===== config.mk =====
export PLATFORM = sky130hd
export DESIGN_NAME = lisa_qspi_fetch_ctrl_flat
export DESIGN_NICKNAME = d
export VERILOG_FILES = /design/src/rtl/lisa_qspi_fetch_ctrl_if.sv /design/src/rtl/lisa_qspi_fetch_ctrl.sv /design/src/flat_wrapper.sv
export SDC_FILE = /design/constraint.sdc
export NUM_CORES = 1
export LEC_CHECK = 0
export ABC_CLOCK_PERIOD_IN_PS = 3500
export BUFFER_PORTS_ARGS = -buffer_cell sky130_fd_sc_hd__buf_4
export CORE_MARGIN = 4
export CORE_UTILIZATION = 44
export DETAILED_ROUTE_END_ITERATION = 7
export GPL_ROUTABILITY_DRIVEN = 1
export PLACE_DENSITY = 0.66
export SLEW_MARGIN = 40
export SYNTH_ARGS = -nofsm -noshare
export SYNTH_HDL_FRONTEND = slang
export SYNTH_SLANG_ARGS = --single-unit

===== constraint.sdc =====
create_clock -name clk -period 3.5 [get_ports clk]
set_input_delay 0 -clock clk [delete_from_list [all_inputs] [get_ports clk]]
set_output_delay 0 -clock clk [all_outputs]
set_load 0.03 [all_outputs]

===== src/rtl/lisa_qspi_fetch_ctrl_if.sv =====
// Core request port and QSPI arbiter client port of the fetch controller.
// master = core/arbiter side, slave = the controller.
interface lisa_qspi_fetch_ctrl_if #(
  parameter int CHIP_SELECTS = 2
);
  logic                    req_valid;
  logic [23:0]             req_addr;
  logic                    req_we;
  logic [15:0]             req_wdata;
  logic [1:0]              req_wstrb;
  logic                    req_ready;
  logic [15:0]             req_rdata;
  logic                    flush;
  logic [CHIP_SELECTS-1:0] cfg_ce_ctrl;
  logic [23:0]             q_addr;
  logic [15:0]             q_wdata;
  logic [1:0]              q_wstrb;
  logic [3:0]              q_xfer_len;
  logic [CHIP_SELECTS-1:0] q_ce_ctrl;
  logic                    q_valid;
  logic                    q_ready;
  logic                    q_ready_ack;
  logic                    q_xfer_done;
  logic [15:0]             q_rdata;

  modport master (
    output req_valid, req_addr, req_we, req_wdata, req_wstrb, flush, cfg_ce_ctrl,
           q_ready, q_xfer_done, q_rdata,
    input  req_ready, req_rdata, q_addr, q_wdata, q_wstrb, q_xfer_len, q_ce_ctrl,
           q_valid, q_ready_ack
  );

  modport slave (
    input  req_valid, req_addr, req_we, req_wdata, req_wstrb, flush, cfg_ce_ctrl,
           q_ready, q_xfer_done, q_rdata,
    output req_ready, req_rdata, q_addr, q_wdata, q_wstrb, q_xfer_len, q_ce_ctrl,
           q_valid, q_ready_ack
  );
endinterface


===== src/rtl/lisa_qspi_fetch_ctrl.sv =====
// QSPI fetch controller: one 4-word line buffer in front of the QSPI arbiter,
// reads fill whole lines, writes go straight through and patch a hit line.
module lisa_qspi_fetch_ctrl #(
  parameter int CHIP_SELECTS = 2
) (
  input  logic                   clk,
  input  logic                   rst,
  lisa_qspi_fetch_ctrl_if.slave  bus
);

  typedef enum logic [1:0] {IDLE, FILL, WRITE, RESP} state_t;

  state_t                  state, state_nxt;
  logic                    line_valid;
  logic [21:0]             tag;
  logic [15:0]             line_buf [4];
  logic [1:0]              wcnt;
  logic                    ack_pend;
  logic                    fill_full;
  logic                    flush_seen;

  logic                    q_valid_r;
  logic [23:0]             q_addr_r;
  logic [15:0]             q_wdata_r;
  logic [1:0]              q_wstrb_r;
  logic [3:0]              q_len_r;
  logic [CHIP_SELECTS-1:0] q_ce_r;
  logic                    q_ack_r;
  logic                    req_ready_r;
  logic [15:0]             req_rdata_r;

  logic tag_hit, word_cnt, last_word;
  logic start_fill, start_write, rd_hit, fill_ok, fill_retry, write_done;
  logic [15:0] rd_word;

  assign tag_hit   = line_valid && (tag == bus.req_addr[23:2]) && !bus.flush;
  assign word_cnt  = q_valid_r && bus.q_ready && !ack_pend;
  // fill_full remembers that wcnt has already wrapped after the fourth word
  assign last_word = fill_full || (word_cnt && (wcnt == 2'd3));
  assign rd_word   = (word_cnt && (wcnt == bus.req_addr[1:0])) ? bus.q_rdata
                                                               : line_buf[bus.req_addr[1:0]];

  always_ff @(posedge clk or posedge rst) begin
    if (rst) state <= IDLE;
    else     state <= state_nxt;
  end

  always_comb begin
    state_nxt   = state;
    start_fill  = 1'b0;
    start_write = 1'b0;
    rd_hit      = 1'b0;
    fill_ok     = 1'b0;
    fill_retry  = 1'b0;
    write_done  = 1'b0;
    case (state)
      IDLE: begin
        if (bus.req_valid) begin
          if (bus.req_we) begin
            start_write = 1'b1;
            state_nxt   = WRITE;
          end else if (tag_hit) begin
            rd_hit    = 1'b1;
            state_nxt = RESP;
          end else begin
            start_fill = 1'b1;
            state_nxt  = FILL;
          end
        end
      end
      FILL: begin
        if (q_valid_r && bus.q_xfer_done) begin
          if (last_word) begin
            fill_ok   = 1'b1;
            state_nxt = RESP;
          end else begin
            fill_retry = 1'b1;
          end
        end
      end
      WRITE: begin
        if (q_valid_r && bus.q_xfer_done) begin
          write_done = 1'b1;
          state_nxt  = RESP;
        end
      end
      RESP:    state_nxt = IDLE;
      default: state_nxt = IDLE;
    endcase
  end

  always_ff @(posedge clk or posedge rst) begin
    if (rst) begin
      line_valid  <= 1'b0;
      tag         <= '0;
      wcnt        <= '0;
      ack_pend    <= 1'b0;
      fill_full   <= 1'b0;
      flush_seen  <= 1'b0;
      q_valid_r   <= 1'b0;
      q_addr_r    <= '0;
      q_wdata_r   <= '0;
      q_wstrb_r   <= '0;
      q_len_r     <= '0;
      q_ce_r      <= '0;
      q_ack_r     <= 1'b0;
      req_ready_r <= 1'b0;
      req_rdata_r <= '0;
    end else begin
      q_ack_r     <= word_cnt;
      ack_pend    <= word_cnt;
      req_ready_r <= 1'b0;
      req_rdata_r <= '0;
      if (state == FILL && word_cnt) begin
        wcnt <= wcnt + 2'd1;
        if (wcnt == 2'd3) fill_full <= 1'b1;
      end
      if (state == FILL && bus.flush) flush_seen <= 1'b1;
      if (start_fill) begin
        q_valid_r  <= 1'b1;
        q_addr_r   <= {bus.req_addr[23:2], 2'b00};
        q_len_r    <= 4'd4;
        q_wstrb_r  <= '0;
        q_wdata_r  <= '0;
        q_ce_r     <= bus.cfg_ce_ctrl;
        wcnt       <= '0;
        fill_full  <= 1'b0;
        flush_seen <= 1'b0;
        line_valid <= 1'b0;
      end
      if (start_write) begin
        q_valid_r <= 1'b1;
        q_addr_r  <= bus.req_addr;
        q_len_r   <= 4'd1;
        q_wstrb_r <= bus.req_wstrb;
        q_wdata_r <= bus.req_wdata;
        q_ce_r    <= bus.cfg_ce_ctrl;
      end
      // a short fill leaves FILL idle for one cycle, then re-raises the same request
      if (state == FILL && !q_valid_r) begin
        q_valid_r <= 1'b1;
        q_ce_r    <= bus.cfg_ce_ctrl;
      end
      if (rd_hit) begin
        req_ready_r <= 1'b1;
        req_rdata_r <= line_buf[bus.req_addr[1:0]];
      end
      if (fill_ok) begin
        q_valid_r   <= 1'b0;
        tag         <= bus.req_addr[23:2];
        line_valid  <= !flush_seen;
        req_ready_r <= 1'b1;
        req_rdata_r <= rd_word;
      end
      if (fill_retry) begin
        q_valid_r <= 1'b0;
        wcnt      <= '0;
        fill_full <= 1'b0;
      end
      if (write_done) begin
        q_valid_r   <= 1'b0;
        req_ready_r <= 1'b1;
        req_rdata_r <= '0;
      end
      if (bus.flush) line_valid <= 1'b0;
    end
  end

  always_ff @(posedge clk) begin
    if (state == FILL && word_cnt) line_buf[wcnt] <= bus.q_rdata;
    if (write_done && line_valid && (tag == bus.req_addr[23:2])) begin
      if (bus.req_wstrb[0]) line_buf[bus.req_addr[1:0]][7:0]  <= bus.req_wdata[7:0];
      if (bus.req_wstrb[1]) line_buf[bus.req_addr[1:0]][15:8] <= bus.req_wdata[15:8];
    end
  end

  assign bus.q_valid     = q_valid_r;
  assign bus.q_addr      = q_addr_r;
  assign bus.q_wdata     = q_wdata_r;
  assign bus.q_wstrb     = q_wstrb_r;
  assign bus.q_xfer_len  = q_len_r;
  assign bus.q_ce_ctrl   = q_ce_r;
  assign bus.q_ready_ack = q_ack_r;
  assign bus.req_ready   = req_ready_r;
  assign bus.req_rdata   = req_rdata_r;

endmodule


===== src/flat_wrapper.sv =====
// flat-port wrapper written by rule: the top's interface ports become plain ports
module lisa_qspi_fetch_ctrl_flat 
#(
  parameter int CHIP_SELECTS = 2
)
  (clk, rst, bus_req_valid, bus_req_addr, bus_req_we, bus_req_wdata, bus_req_wstrb, bus_flush, bus_cfg_ce_ctrl, bus_q_ready, bus_q_xfer_done, bus_q_rdata, bus_req_ready, bus_req_rdata, bus_q_addr, bus_q_wdata, bus_q_wstrb, bus_q_xfer_len, bus_q_ce_ctrl, bus_q_valid, bus_q_ready_ack);
  lisa_qspi_fetch_ctrl_if #(.CHIP_SELECTS(CHIP_SELECTS)) bus_i ();
  input  logic clk;
  input  logic rst;
  input wire logic [$bits(bus_i.req_valid)-1:0] bus_req_valid;
  input wire logic [$bits(bus_i.req_addr)-1:0] bus_req_addr;
  input wire logic [$bits(bus_i.req_we)-1:0] bus_req_we;
  input wire logic [$bits(bus_i.req_wdata)-1:0] bus_req_wdata;
  input wire logic [$bits(bus_i.req_wstrb)-1:0] bus_req_wstrb;
  input wire logic [$bits(bus_i.flush)-1:0] bus_flush;
  input wire logic [$bits(bus_i.cfg_ce_ctrl)-1:0] bus_cfg_ce_ctrl;
  input wire logic [$bits(bus_i.q_ready)-1:0] bus_q_ready;
  input wire logic [$bits(bus_i.q_xfer_done)-1:0] bus_q_xfer_done;
  input wire logic [$bits(bus_i.q_rdata)-1:0] bus_q_rdata;
  output wire logic [$bits(bus_i.req_ready)-1:0] bus_req_ready;
  output wire logic [$bits(bus_i.req_rdata)-1:0] bus_req_rdata;
  output wire logic [$bits(bus_i.q_addr)-1:0] bus_q_addr;
  output wire logic [$bits(bus_i.q_wdata)-1:0] bus_q_wdata;
  output wire logic [$bits(bus_i.q_wstrb)-1:0] bus_q_wstrb;
  output wire logic [$bits(bus_i.q_xfer_len)-1:0] bus_q_xfer_len;
  output wire logic [$bits(bus_i.q_ce_ctrl)-1:0] bus_q_ce_ctrl;
  output wire logic [$bits(bus_i.q_valid)-1:0] bus_q_valid;
  output wire logic [$bits(bus_i.q_ready_ack)-1:0] bus_q_ready_ack;
  assign bus_i.req_valid = bus_req_valid;
  assign bus_i.req_addr = bus_req_addr;
  assign bus_i.req_we = bus_req_we;
  assign bus_i.req_wdata = bus_req_wdata;
  assign bus_i.req_wstrb = bus_req_wstrb;
  assign bus_i.flush = bus_flush;
  assign bus_i.cfg_ce_ctrl = bus_cfg_ce_ctrl;
  assign bus_i.q_ready = bus_q_ready;
  assign bus_i.q_xfer_done = bus_q_xfer_done;
  assign bus_i.q_rdata = bus_q_rdata;
  assign bus_req_ready = bus_i.req_ready;
  assign bus_req_rdata = bus_i.req_rdata;
  assign bus_q_addr = bus_i.q_addr;
  assign bus_q_wdata = bus_i.q_wdata;
  assign bus_q_wstrb = bus_i.q_wstrb;
  assign bus_q_xfer_len = bus_i.q_xfer_len;
  assign bus_q_ce_ctrl = bus_i.q_ce_ctrl;
  assign bus_q_valid = bus_i.q_valid;
  assign bus_q_ready_ack = bus_i.q_ready_ack;
  lisa_qspi_fetch_ctrl #(.CHIP_SELECTS(CHIP_SELECTS)) u_core (.clk(clk), .rst(rst), .bus(bus_i));
endmodule

==> reports/results.txt <==
type of origin of the critical path -> flop
I/O pin cnt -> 134
Max Freq -> 369.3 MHz
core area -> 0.01531 mm^2
Chip Height -> 133.4 um
leak pwr -> 0.004036 uW
number of max-cap violations -> 0
Synth Cell Area -> 0.006924 mm^2
clock slew at reported path FFs -> 60 ps
top cell type by total area after synthesis -> dfrtp_1
Port Buffers -> 131
Antenna Cells -> 0
vias per inst -> 5.289
number of global-route vias before repair -> 5,197
CTS H-tree depth -> 4
final setup skew -> 12.88 ps
register bit total from synthesis -> 158
first-pass iteration count of the detailed router -> 4
power per standard cell area -> 674.5 mW/mm^2
DR DRC count -> 0
Area growth syn-to-layout -> 34.95%
Max FO, Critical Path -> 16
synthesized area per cell -> 14.16 um^2
sequential area share after synthesis -> 0.6173
Tcrit/Tclk final -> 0.7737
final core utilization -> 0.6101
worst hold path class -> input pin to flop
# rows -> 45
outcome -> complete, no violations
RePlAce Congestion -> 0.7733
VDD IR-drop max -> 0.5968 mV
DRT Wirelength -> 16,830 um
cell count after synthesis -> 489
DIE AREA -> 0.01781 mm^2
NumNets Final -> 760
Die W -> 133.4 um
Final setup viols -> 0
root buffer selected by CTS -> clkbuf_16
total track usage -> 0.1999
DRT antenna net count -> 0
Clock Latency Late Sink -> 430 ps
initial antenna violation count -> 0
synth top area cells -> dfrtp_1 (34%), edfxtp_1 (28%), mux2_2 (9.6%)
Yosys top cell area share -> 0.3397
pre-CTS WS -> 808.4 ps
total CTS buffers -> 17
CP Cell Sequence -> xnor2_1 -> nand4_1 -> or4_1 -> or4_1 -> a22oi_1 -> buf_4
clock tree buffer depth -> 2
worst setup margin -> 791.9 ps
first-pass GRT wire length -> 27,550 um
crit-path max cell delay -> 730 ps
Layout fillers -> 1,207
Post-CTS Setup Bufs -> 0
Post-synth EDFFs -> 64
pin count of the biggest net entering global routing -> 82
RSZ-0062 raised after global routing -> no
ys flop type -> dfrtp_1
normalized max-slew margin -> 0.5788
post-synthesis cell type count -> 51
most frequent cells after synthesis -> dfrtp_1 (94), edfxtp_1 (64), mux2_2 (59), nand2_1 (51), o21ai_0 (31)
drt wl/cell -> 18.45 um
CTS sink cnt -> 158
Final Non-Filler Cells -> 912
max-slew violations -> 0
fin crit period -> 2708 ps
Slew @ Worst Pin -> 631.8 ps
fin area -> 0.009344 mm^2
most common cell in the synthesized netlist -> dfrtp_1
total gr overflow -> 0
Initial Util -> 0.4521
WP data arrival -> 2830 ps
Fin. Hold Viols -> 0
DP Wirelength -> 11,100 um
Slowest cell on crit path -> or4_1
Async SR Flop Fraction -> 0.5949
synthesis warning total -> 0
critical path class -> flop to flop
crit end category -> flop
CTS tree -> yes
Cell Area, Placed -> 0.008150 mm^2
drt initial violations -> 186
DP Cell Count -> 817
layout cells sized above 1 -> 0.3809
Final TNS setup -> 0 ps
Worst Path Required -> 3630 ps
via count -> 4,824
CP dominant cell by count -> or4_1
metal layers:
layer	routed length, um	part of all wire	global-route usage	up-vias
met2	8657	0.51	0.3440	125
li1	-	-	-	2220
met4	274	0.016	0.06343	0
met5	0	0	0	-
met1	7167	0.43	0.2525	2454
met3	726	0.043	0.04494	25
repair_timing:
| action | 4_1_cts | 5_1_grt |
|---|---|---|
| gates resized for setup | 0 | 0 |
| endpoints found under the hold margin | 229 | 0 |
| hold buffers | 63 | 0 |
through the flow:
stage	hold slack, ps	total power (uW)
finish	24.73	6302
global route	40.30	6615
CTS	0.7946	6350
detailed placement	200.5	4541
global placement	221.0	4471
floorplan	115.9	3771
state kept, by name (all words and copies together) (netlist names):
name	cells
u_core.line_buf	64
u_core.bus.q_addr	24
u_core.tag	22
u_core.bus.q_wdata	16
u_core.bus.req_rdata	16
u_core.bus.q_ce_ctrl	2
u_core.bus.q_wstrb	2
u_core.bus.q_xfer_len	2
u_core.state	2
u_core.wcnt	2
u_core.ack_pend	1
u_core.bus.q_valid	1
u_core.bus.req_ready	1
u_core.fill_full	1
u_core.flush_seen	1
u_core.line_valid	1
final timing paths:
check                      slack (ps)                endpoint         startpoint  depth (start not counted)
max                               790   u_core.line_buf[0][8]     u_core.tag[17]                          6
min                                20    u_core.bus.q_addr[1]    bus_req_addr[1]                          3
max reg2reg                       790   u_core.line_buf[0][8]     u_core.tag[17]                          6
min reg2reg                       480       u_core.line_valid  u_core.flush_seen                          1
max in group asynchronous        2660  u_core.bus.q_wdata[13]                rst                          4
min in group asynchronous         220   u_core.bus.q_wdata[0]                rst                          3
logic make-up (layout without fill, tap and decap cells):
kind of cell / after synthesis / in the layout / synth area share
AO/OA/AOI/OAI: 75 / 75 / 0.07752
flip-flops: 158 / 158 / 0.6173
AND/OR/NAND/NOR: 99 / 99 / 0.06993
XOR/XNOR: 23 / 23 / 0.02909
multiplexers: 92 / 92 / 0.1726
other: 1 / 2 / 0.0005416
buffers and inverters: 36 / 247 / 0.02403
adder cells (fa/ha/maj): 5 / 5 / 0.009035
where the power goes:
part	total [uW]	switching (uW)	internal (uW)	leakage, uW
clock network	1740	712	1030	0.000271
logic	2030	1190	837	0.00196
registers	2530	224	2310	0.00180
total	6300	2130	4170	0.00404
cell type report:
cell class	count	area [um^2]	share of cell area
multi-input cells	296	2496	0.2671
well taps	211	264.0	0.02825
clock inverters	11	88.84	0.009507
inverters	8	37.54	0.004017
flip-flops and latches	158	4274	0.4574
clock buffers	21	471.7	0.05048
repair buffers	207	1712	0.1832
worst max-delay path, delay by kind of cell, from the launching register on:
kind / cells / cell delay (ps)
xor+xnor: 1 / 150
compound gates: 1 / 180
buf+inv: 1 / 210
simple gates: 3 / 1470
flops: 1 / 390
cell usage in the layout, fill, tap and decap left out, types with 10 or more instances in the layout:
master           n
buf_4          144
clkbuf_16       18
dfrtp_1         94
dlygate4sd3_1   63
edfxtp_1        64
mux2_2          59
mux2i_1         17
mux4_2          16
nand2_1         49
nor2_1          13
o21ai_0         31
xnor2_1         13
xor2_1          10
Power figures use the tool's default switching activity.
